## src/rtl/cam_frame_writer.sv

```systemverilog
// Camera capture: pairs RGB565 bytes from a vsync/href camera bus into pixels and
// writes them to a linear frame buffer, flagging frames with bad geometry.
module cam_frame_writer #(
  parameter int unsigned H_PIX   = 320,
  parameter int unsigned V_LINES = 240,
  parameter int unsigned ADDR_W  = 17
) (
  input  logic              clk,
  input  logic              reset,
  input  logic              cam_vsync,
  input  logic              cam_href,
  input  logic [7:0]        cam_data,
  input  logic              capture_en,
  output logic              we,
  output logic [ADDR_W-1:0] wAddr,
  output logic [15:0]       wData,
  output logic              frame_done,
  output logic              frame_err
);

  localparam int unsigned XW = $clog2(H_PIX + 1);
  localparam int unsigned YW = $clog2(V_LINES + 1);

  typedef enum logic [1:0] {
    StWaitVsHigh,
    StWaitVsLow,
    StActive
  } state_e;

  state_e            state_q, state_d;
  logic [XW-1:0]     x_q, x_d;
  logic [YW-1:0]     y_q, y_d;
  logic [ADDR_W-1:0] base_q, base_d;
  logic              phase_q, phase_d;
  logic [7:0]        hi_q, hi_d;
  logic              href_q, href_d;
  logic              we_q, we_d;
  logic [ADDR_W-1:0] waddr_q, waddr_d;
  logic [15:0]       wdata_q, wdata_d;
  logic              done_q, done_d;
  logic              err_q, err_d;

  always_comb begin
    state_d = state_q;
    x_d     = x_q;
    y_d     = y_q;
    base_d  = base_q;
    phase_d = phase_q;
    hi_d    = hi_q;
    href_d  = 1'b0;
    we_d    = 1'b0;
    waddr_d = waddr_q;
    wdata_d = wdata_q;
    done_d  = 1'b0;
    err_d   = err_q;

    case (state_q)
      StWaitVsHigh: begin
        if (cam_vsync) state_d = StWaitVsLow;
      end

      StWaitVsLow: begin
        if (!cam_vsync && capture_en) begin
          state_d = StActive;
          x_d     = '0;
          y_d     = '0;
          base_d  = '0;
          phase_d = 1'b0;
          err_d   = 1'b0;
        end
      end

      StActive: begin
        // href history only tracked while active so a stale high never fakes a line end
        href_d = cam_href;
        if (cam_vsync) begin
          state_d = StWaitVsLow;
          done_d  = 1'b1;
          phase_d = 1'b0;
          if (y_q != YW'(V_LINES)) err_d = 1'b1;
        end else if (cam_href) begin
          if (!phase_q) begin
            hi_d    = cam_data;
            phase_d = 1'b1;
          end else begin
            phase_d = 1'b0;
            if (x_q < XW'(H_PIX) && y_q < YW'(V_LINES)) begin
              we_d    = 1'b1;
              wdata_d = {hi_q, cam_data};
              waddr_d = base_q + ADDR_W'(x_q);
              x_d     = x_q + XW'(1);
            end else begin
              // x sticks at H_PIX so overlong lines cannot wrap the counter
              err_d = 1'b1;
            end
          end
        end else if (href_q) begin
          if (x_q != XW'(H_PIX) || phase_q) err_d = 1'b1;
          phase_d = 1'b0;
          x_d     = '0;
          if (y_q < YW'(V_LINES)) begin
            y_d    = y_q + YW'(1);
            base_d = base_q + ADDR_W'(H_PIX);
          end
        end
      end

      default: state_d = StWaitVsHigh;
    endcase
  end

  always_ff @(posedge clk) begin
    if (reset) begin
      state_q <= StWaitVsHigh;
      x_q     <= '0;
      y_q     <= '0;
      base_q  <= '0;
      phase_q <= 1'b0;
      hi_q    <= '0;
      href_q  <= 1'b0;
      we_q    <= 1'b0;
      waddr_q <= '0;
      wdata_q <= '0;
      done_q  <= 1'b0;
      err_q   <= 1'b0;
    end else begin
      state_q <= state_d;
      x_q     <= x_d;
      y_q     <= y_d;
      base_q  <= base_d;
      phase_q <= phase_d;
      hi_q    <= hi_d;
      href_q  <= href_d;
      we_q    <= we_d;
      waddr_q <= waddr_d;
      wdata_q <= wdata_d;
      done_q  <= done_d;
      err_q   <= err_d;
    end
  end

  assign we         = we_q;
  assign wAddr      = waddr_q;
  assign wData      = wdata_q;
  assign frame_done = done_q;
  assign frame_err  = err_q;

endmodule

```

## config.mk

```make
export PLATFORM = sky130hd
export DESIGN_NAME = cam_frame_writer
export DESIGN_NICKNAME = d
export VERILOG_FILES = /design/src/rtl/cam_frame_writer.sv
export SDC_FILE = /design/constraint.sdc
export NUM_CORES = 1
export LEC_CHECK = 0
export ABC_AREA = 1
export CAP_MARGIN = 10
export CORE_MARGIN = 1.5
export CORE_UTILIZATION = 50
export CTS_BUF_LIST = sky130_fd_sc_hd__clkbuf_4
export DETAILED_ROUTE_END_ITERATION = 10
export DONT_BUFFER_PORTS = 1
export PLACE_DENSITY = 0.66
export SYNTH_ARGS = -nofsm -noshare
export SYNTH_HDL_FRONTEND = slang
export SYNTH_SLANG_ARGS = --single-unit
```

## constraint.sdc

```tcl
create_clock -name clk -period 2 [get_ports clk]
set_clock_uncertainty 0.1 [all_clocks]
set_input_delay 0.4 -clock clk [delete_from_list [all_inputs] [get_ports clk]]
set_output_delay 0.4 -clock clk [all_outputs]
set_load 0.02 [all_outputs]
```

==> results.yml, run 1 <==
clocking:
  cts_tree: "yes"
  cts.sinks: 76
  cts_buffers: 9
  cts_max_path_buffers: 2
  cts_setup_buffers: 0
  cts.reportedPaths.clkPinSlew_ns: 0.15
  cts_max_level: 3
  cts_root_buf: "clkbuf_4"
  worstSkewPairLatency_ns: 0.43
worst_setup_path:
  r2r_cells: 10
  path_class: "reg -> reg"
  cp.required_ns: 2.23
  cp.arrival_ns: 2.08
  reg2reg_slack_ns: 0.15
  start_kind: "flip-flop"
  cp_max_fo: 4
  r2r_end: "wAddr[13]$_SDFFE_PP0P_"
  timing.rr.start: "base_q[7]$_SDFFE_PP0P_"
  setup.worst_path.end_class: "flip-flop"
hold_path:
  whs_path_depth: 2
  whs_endpoint: "hi_q[6]$_SDFFE_PP0P_"
  worstHoldStart: "cam_data[6]"
  hold_class: "in -> reg"
finish:
  final_layout_size_suffix_gt1_share_pct: 11.0
  fin_util_pct: 56.1
  antennaDiodeCount: 0
  fin_nets: 566
  syn_to_final_growth_pct: 8.55
  postLayoutCellArea_sq_mm: 0.00407
  fillers: 727
global_routing:
  grt_start_max_net_pins: 36
  grt_usage_pct: 21.8
  antenna_found_initial: 0
  grt_pass1_vias: 3088
  grt_first_pass_wirelength_mm: 13.6
  grt.overflow.total: 0
placed_design:
  numPortBuffers: 0
  hpwl_mm: 5.98
  placed_cell_area_sq_mm: 0.00385
  routabilityCongestion: 0.827
yosys:
  synth_nets: 555
  synth_mux_area_share_pct: 0
  synthCells: 531
  syn_area_per_cell_sq_um: 7.06
  synth_flop_cell: "dfxtp_1"
  yosys.area_share.simple_pct: 33.2
  ys_types: 32
  synth_xor_xnor_area_share_pct: 1.40
  ys_async_sr_fraction_pct: 0
  synth_fa_ha_area_share_pct: 3.67
  synth_top_family_by_area: "simple AND/OR/NAND/NOR gates"
  ys_top_cells_by_count: "nand2_1, nor2_1, dfxtp_1"
  synth_most_common_cell: "nand2_1"
  syn_area_sq_mm: 0.00375
  synth_warnings: 0
  ys_seq_area_share_pct: 40.6
  synth_compound_area_share_pct: 12.4
  yosys.area.top_type: "dfxtp_1"
  ys_ff_latch: 76
  synth_edf_count: 0
  synth_area_leaders: "dfxtp_1, nand2_1, nor2_1, inv_1, a21oi_1"
  yosysTopAreaCellShare_pct: 40.6
sta:
  max_freq_mhz: 541
  drv_slew: 0
  fin_crit_sh_pct: 92.5
  finalCriticalPeriod_ns: 1.85
  hold_violations: 0
  setup_tns_ns: 0
  grt_setup_unrepaired: "true"
  slew_headroom_pct: 48.6
  worst_pin_slew_ns: 0.768
  finalSetupViolations: 0
floorplanning:
  row_count: 31
  dieHeight_um: 89.6
  die_area_sq_mm: 0.00802
  num_io_pins: 49
  core_area_sq_mm: 0.00725
  initial_utilization_pct: 51.7
  die_w_um: 89.6
power_and_ir_drop:
  p_sw_share_pct: 41.4
  ir_worst_vdd_mv: 0.663
  seq_power_share_pct: 42.8
  switchingPower_uw: 1730
  clkPwrFrac_pct: 21.5
  power.leakage_uw: 0.00169
  power_frac_comb_pct: 35.6
  p_int_uw: 2460
  powerDensity_mw_per_mm2: 1030
outcome:
  outcome: "completed"
routing:
  wire_per_inst_um: 13.0
  final_antenna_net_count: 0
  drc_errors: 0
  drt_wl_total_mm: 8.42
  drt_iter0_drc: 91
  vias_per_cell: 5.17
  firstDrtPassIters: 4
  vias: 3338
run:
  maxCapViolCount: 0
logic make-up after synthesis:
group / count (synthesis)
xor gates and xnor gates: 6
buffers and inverters: 73
and+or+nand+nor: 278
DFF: 76
AOI/OAI and AO/OA: 87
adders and majority gates: 11
power by group through the flow:
| stage | logic (uW) | registers (uW) | clock network [uW] |
|---|---|---|---|
| 2_1_floorplan | 1210 | 1800 | 0 |
| 3_3_place_gp | 1410 | 1820 | 0 |
| 3_5_place_dp | 1430 | 1820 | 0 |
| 4_1_cts | 1460 | 1790 | 926 |
| 5_1_grt | 1670 | 1810 | 991 |
| 6_report | 1490 | 1790 | 902 |
layer usage:
layer	share of wire, %	routed length [um]	vias up	track usage [%]
met5	0	0	-	0
met2	49	4100	57	37.9
met4	1.4	119	0	7.83
li1	-	-	1731	-
met1	46	3900	1539	26.8
met3	3.7	308	11	3.93
worst max-delay path by stage:
stage                                       start                      end  slack (ns)  depth (start not counted)
after floorplan           state_q[0]$_SDFFE_PP0P_  base_q[11]$_SDFFE_PP0P_        0.28                         12
after global placement    state_q[0]$_SDFFE_PP0P_      x_q[7]$_SDFFE_PP0P_        0.12                          9
after detailed placement  state_q[0]$_SDFFE_PP0P_  base_q[11]$_SDFFE_PP0P_        0.09                         12
after CTS                 state_q[0]$_SDFFE_PP0P_      x_q[7]$_SDFFE_PP0P_        0.02                         11
after global routing       base_q[7]$_SDFFE_PP0P_   wAddr[14]$_SDFFE_PP0P_       -0.03                         10
final                      base_q[7]$_SDFFE_PP0P_   wAddr[13]$_SDFFE_PP0P_        0.15                         10
state kept, by name (all words and copies together), names as in the netlist:
| signal | count |
|---|---|
| base_q | 11 |
| wAddr | 17 |
| we | 1 |
| state_q | 2 |
| x_q | 9 |
| wData | 16 |
| frame_err | 1 |
| frame_done | 1 |
| hi_q | 8 |
| y_q | 8 |
| href_q | 1 |
| phase_q | 1 |
repair_timing:
action | in CTS | in global routing
resized for setup | 0 | 4
hold endpoints to repair | 24 | 0
setup endpoints to repair | 0 | 37
hold buffers | 7 | 0
layout by cell type, fill, tap and decap left out, types with 3 or more instances in the layout:
cell type / n
dlygate4sd3_1: 7
ha_1: 10
o21a_1: 4
o21ai_0: 29
nand2_4: 3
nor2_4: 5
nand3_2: 4
inv_2: 5
dfxtp_1: 76
nor2_1: 105
nor3_1: 7
xnor2_1: 3
nand4_2: 5
buf_4: 11
inv_1: 48
nand3_1: 23
nand2_1: 111
nand4_1: 10
xor2_1: 3
a21oi_2: 4
a21oi_1: 29
clkbuf_4: 9
o21ai_1: 20
worst max-delay path, stage by stage, from the launching register on:
cell and delay (ns):
dfxtp_1 0.37, ha_1 0.32, nand2_1 0.06, nand2_1 0.08
nand2_1 0.08, a21oi_1 0.38, nand2_1 0.13, nand2_1 0.10
nand2_1 0.05, nand2_1 0.06, inv_1 0.03
per-stage QoR:
step | hold WS (ns) | instances | power (uW) | setup slack, ns
floorplan | 0.356 | 531 | 3010 | 0.281
global placement | 0.362 | 623 | 3240 | 0.119
detailed placement | 0.366 | 623 | 3260 | 0.0915
CTS | 0.000658 | 646 | 4180 | 0.0198
global route | 0.000325 | 646 | 4470 | -0.0311
finish | 0.0213 | 646 | 4190 | 0.150
final cells by class:
cell class	instances	area, sq um	area share, %
Multi-Input combinational cell	382	1910	47.1
Sequential cell	76	1520	37.4
Inverter	54	203	4.98
Timing Repair Buffer	19	173	4.24
Tap cell	99	124	3.05
Clock buffer	9	67.6	1.66
Clock inverter	7	65.1	1.60
Note: power is estimated with default switching activity, not from simulation.
==> inputs of run 2 (changes only) <==
--- a/config.mk
+++ b/config.mk
@@ -7,12 +7,12 @@
 export LEC_CHECK = 0
 export ABC_AREA = 1
 export CAP_MARGIN = 10
-export CORE_MARGIN = 1.5
 export CORE_UTILIZATION = 50
 export CTS_BUF_LIST = sky130_fd_sc_hd__clkbuf_4
 export DETAILED_ROUTE_END_ITERATION = 10
 export DONT_BUFFER_PORTS = 1
 export PLACE_DENSITY = 0.66
+export SKIP_LAST_GASP = 1
 export SYNTH_ARGS = -nofsm -noshare
 export SYNTH_HDL_FRONTEND = slang
 export SYNTH_SLANG_ARGS = --single-unit
==> run 2 against run 1 <==
First-iteration DRC count is 44% higher. Combinational power hardly changed. Worst hold slack better by 0.0011 ns. Die area is 2.2% lower. Via count is 2.1% lower. Sequential cell count stayed put. Register-to-register slack better by 0.03 ns. Maximum frequency is 1.5% higher. Final cell count is 0.15% higher. Sequential power hardly changed.
==> results.yml, run 2 (synthesis results as in run 1) <==
finish:
  final_common_cell: "nand2_1"
  fillers: 745
  syn_to_final_growth_pct: 9.42
  antennaDiodeCount: 0
  final_layout_size_suffix_gt1_share_pct: 10.6
  fin_util_pct: 56.5
  layout_common_cells: "nand2_1, nor2_1, dfxtp_1, inv_1"
  fin_nets: 567
  postLayoutCellArea_sq_mm: 0.00410
  largest_reg_flops: 17
floorplanning:
  die_w_um: 88.6
  die_area_sq_mm: 0.00784
  core_area_sq_mm: 0.00725
  num_io_pins: 49
  initial_utilization_pct: 51.7
  dieHeight_um: 88.6
  row_count: 31
global_routing:
  grt.overflow.total: 0
  use_met2_pct: 36.9
  grt_pass1_vias: 2985
  grt_start_max_net_pins: 46
  grt_first_pass_wirelength_mm: 13.5
  grt-busiest-layer: "met2"
  grt_usage_pct: 22.4
  antenna_found_initial: 0
  grt_util_met1_pct: 29.0
  met3_usage_pct: 4.48
routing:
  wire_per_inst_um: 12.8
  vias: 3268
  drt_wl_total_mm: 8.27
  firstDrtPassIters: 4
  final_antenna_net_count: 0
  drt_iter0_drc: 131
  vias_per_cell: 5.05
  drc_errors: 0
worst_setup_path:
  r2r_cells: 11
  timing.rr.start: "state_q[1]$_SDFFE_PP0P_"
  setup.worst_path.end_class: "flip-flop"
  slowest_stage: "dfxtp_1"
  path_cells: "inv_1 > ha_1 > nand2_1 > nor2_4 > nand2_2 > nor2_4 > nand2_1 > nand2_4 > inv_2 > nand2_1 > nor2_1"
  max_stage_delay_ns: 0.40
  reg2reg_slack_ns: 0.18
  cp.required_ns: 2.25
  crit_top_cell: "nand2_1"
  cp_max_fo: 9
  path_class: "reg -> reg"
  cp.arrival_ns: 2.07
  start_kind: "flip-flop"
  cp-endpoint: "y_q[2]$_SDFFE_PP0P_"
  r2r_end: "y_q[2]$_SDFFE_PP0P_"
  startpoint: "state_q[1]$_SDFFE_PP0P_"
power_and_ir_drop:
  p_sw_share_pct: 41.4
  clkPwrFrac_pct: 21.8
  seq_power_share_pct: 42.4
  power_frac_comb_pct: 35.8
  power.leakage_uw: 0.00169
  p_int_uw: 2490
  powerDensity_mw_per_mm2: 1040
  ir_worst_vdd_mv: 0.688
  switchingPower_uw: 1760
clocking:
  cts_setup_buffers: 0
  worstSkewPairLatency_ns: 0.45
  cts_buffers: 9
  cts_tree: "yes"
  cts.reportedPaths.clkPinSlew_ns: 0.15
  cts_max_path_buffers: 2
  cts_root_buf: "clkbuf_4"
  cts.sinks: 76
  cts_max_level: 3
placed_design:
  routabilityCongestion: 0.850
  dp_slack_ns: 0.0380
  hpwl_mm: 5.65
  numPortBuffers: 0
  placed_cell_area_sq_mm: 0.00384
sta:
  setup_tns_ns: 0
  drv_slew: 0
  worst_pin_slew_ns: 0.805
  finalSetupViolations: 0
  holdWs_ns: 0.0224
  finalCriticalPeriod_ns: 1.82
  hold_violations: 0
  fin_crit_sh_pct: 91.1
  max_freq_mhz: 549
  slew_headroom_pct: 46.1
  setup_ws_ns: 0.178
  grt_setup_unrepaired: "false"
run:
  maxCapViolCount: 0
hold_path:
  hold_class: "in -> reg"
outcome:
  outcome: "completed"
run 2: cell type report:
cell class / instances / area, sq um / area share, %
Multi-Input combinational cell: 382 / 1920 / 46.8
Clock buffer: 9 / 67.6 / 1.65
Clock inverter: 7 / 65.1 / 1.59
Inverter: 54 / 203 / 4.94
Timing Repair Buffer: 20 / 200 / 4.88
Tap cell: 99 / 124 / 3.02
Sequential cell: 76 / 1520 / 37.1
run 2: critical path, delay by kind of cell, from the launching register on:
kind          cells  cell delay (ns)
buf+inv           2             0.19
flops             1             0.40
simple gates      8             0.75
fa+ha+maj         1             0.31
run 2: power by group through the flow:
stage	clock network, uW	registers (uW)	logic (uW)
3_3_place_gp	0	1820	1430
3_5_place_dp	0	1830	1440
4_1_cts	952	1800	1480
2_1_floorplan	0	1800	1210
5_1_grt	1000	1820	1700
6_report	924	1800	1520
run 2: how the worst min path moves through the flow:
stage	from	endpoint	slack, ns	cells past startpoint
6_report	cam_data[1]	hi_q[1]$_SDFFE_PP0P_	0.02	2
5_1_grt	cam_data[1]	hi_q[1]$_SDFFE_PP0P_	0.03	2
4_1_cts	cam_data[1]	hi_q[1]$_SDFFE_PP0P_	0.003	2
3_5_place_dp	reset	y_q[5]$_SDFFE_PP0P_	0.36	1
3_3_place_gp	hi_q[0]$_SDFFE_PP0P_	hi_q[0]$_SDFFE_PP0P_	0.36	2
2_1_floorplan	hi_q[0]$_SDFFE_PP0P_	hi_q[0]$_SDFFE_PP0P_	0.36	2
run 2: layer usage:
metal	part of all wire, %	wire [um]	up-vias
li1	-	-	1728
met1	48	3960	1459
met2	46	3800	74
met3	5.0	414	7
met4	1.1	91	0
met5	0	0	-
run 2: what timing repair did:
item                                    CTS  global route
endpoints found under the setup margin    2            63
hold buffers                             10             0
resized for setup                         1             4
gates cloned                              0             0
hold endpoints to repair                 28             0
run 2: through the flow:
| stage | std cells | power [uW] |
|---|---|---|
| 6_report | 647 | 4240 |
| 5_1_grt | 647 | 4530 |
| 4_1_cts | 647 | 4230 |
| 3_5_place_dp | 621 | 3270 |
| 3_3_place_gp | 621 | 3250 |
| 2_1_floorplan | 531 | 3010 |
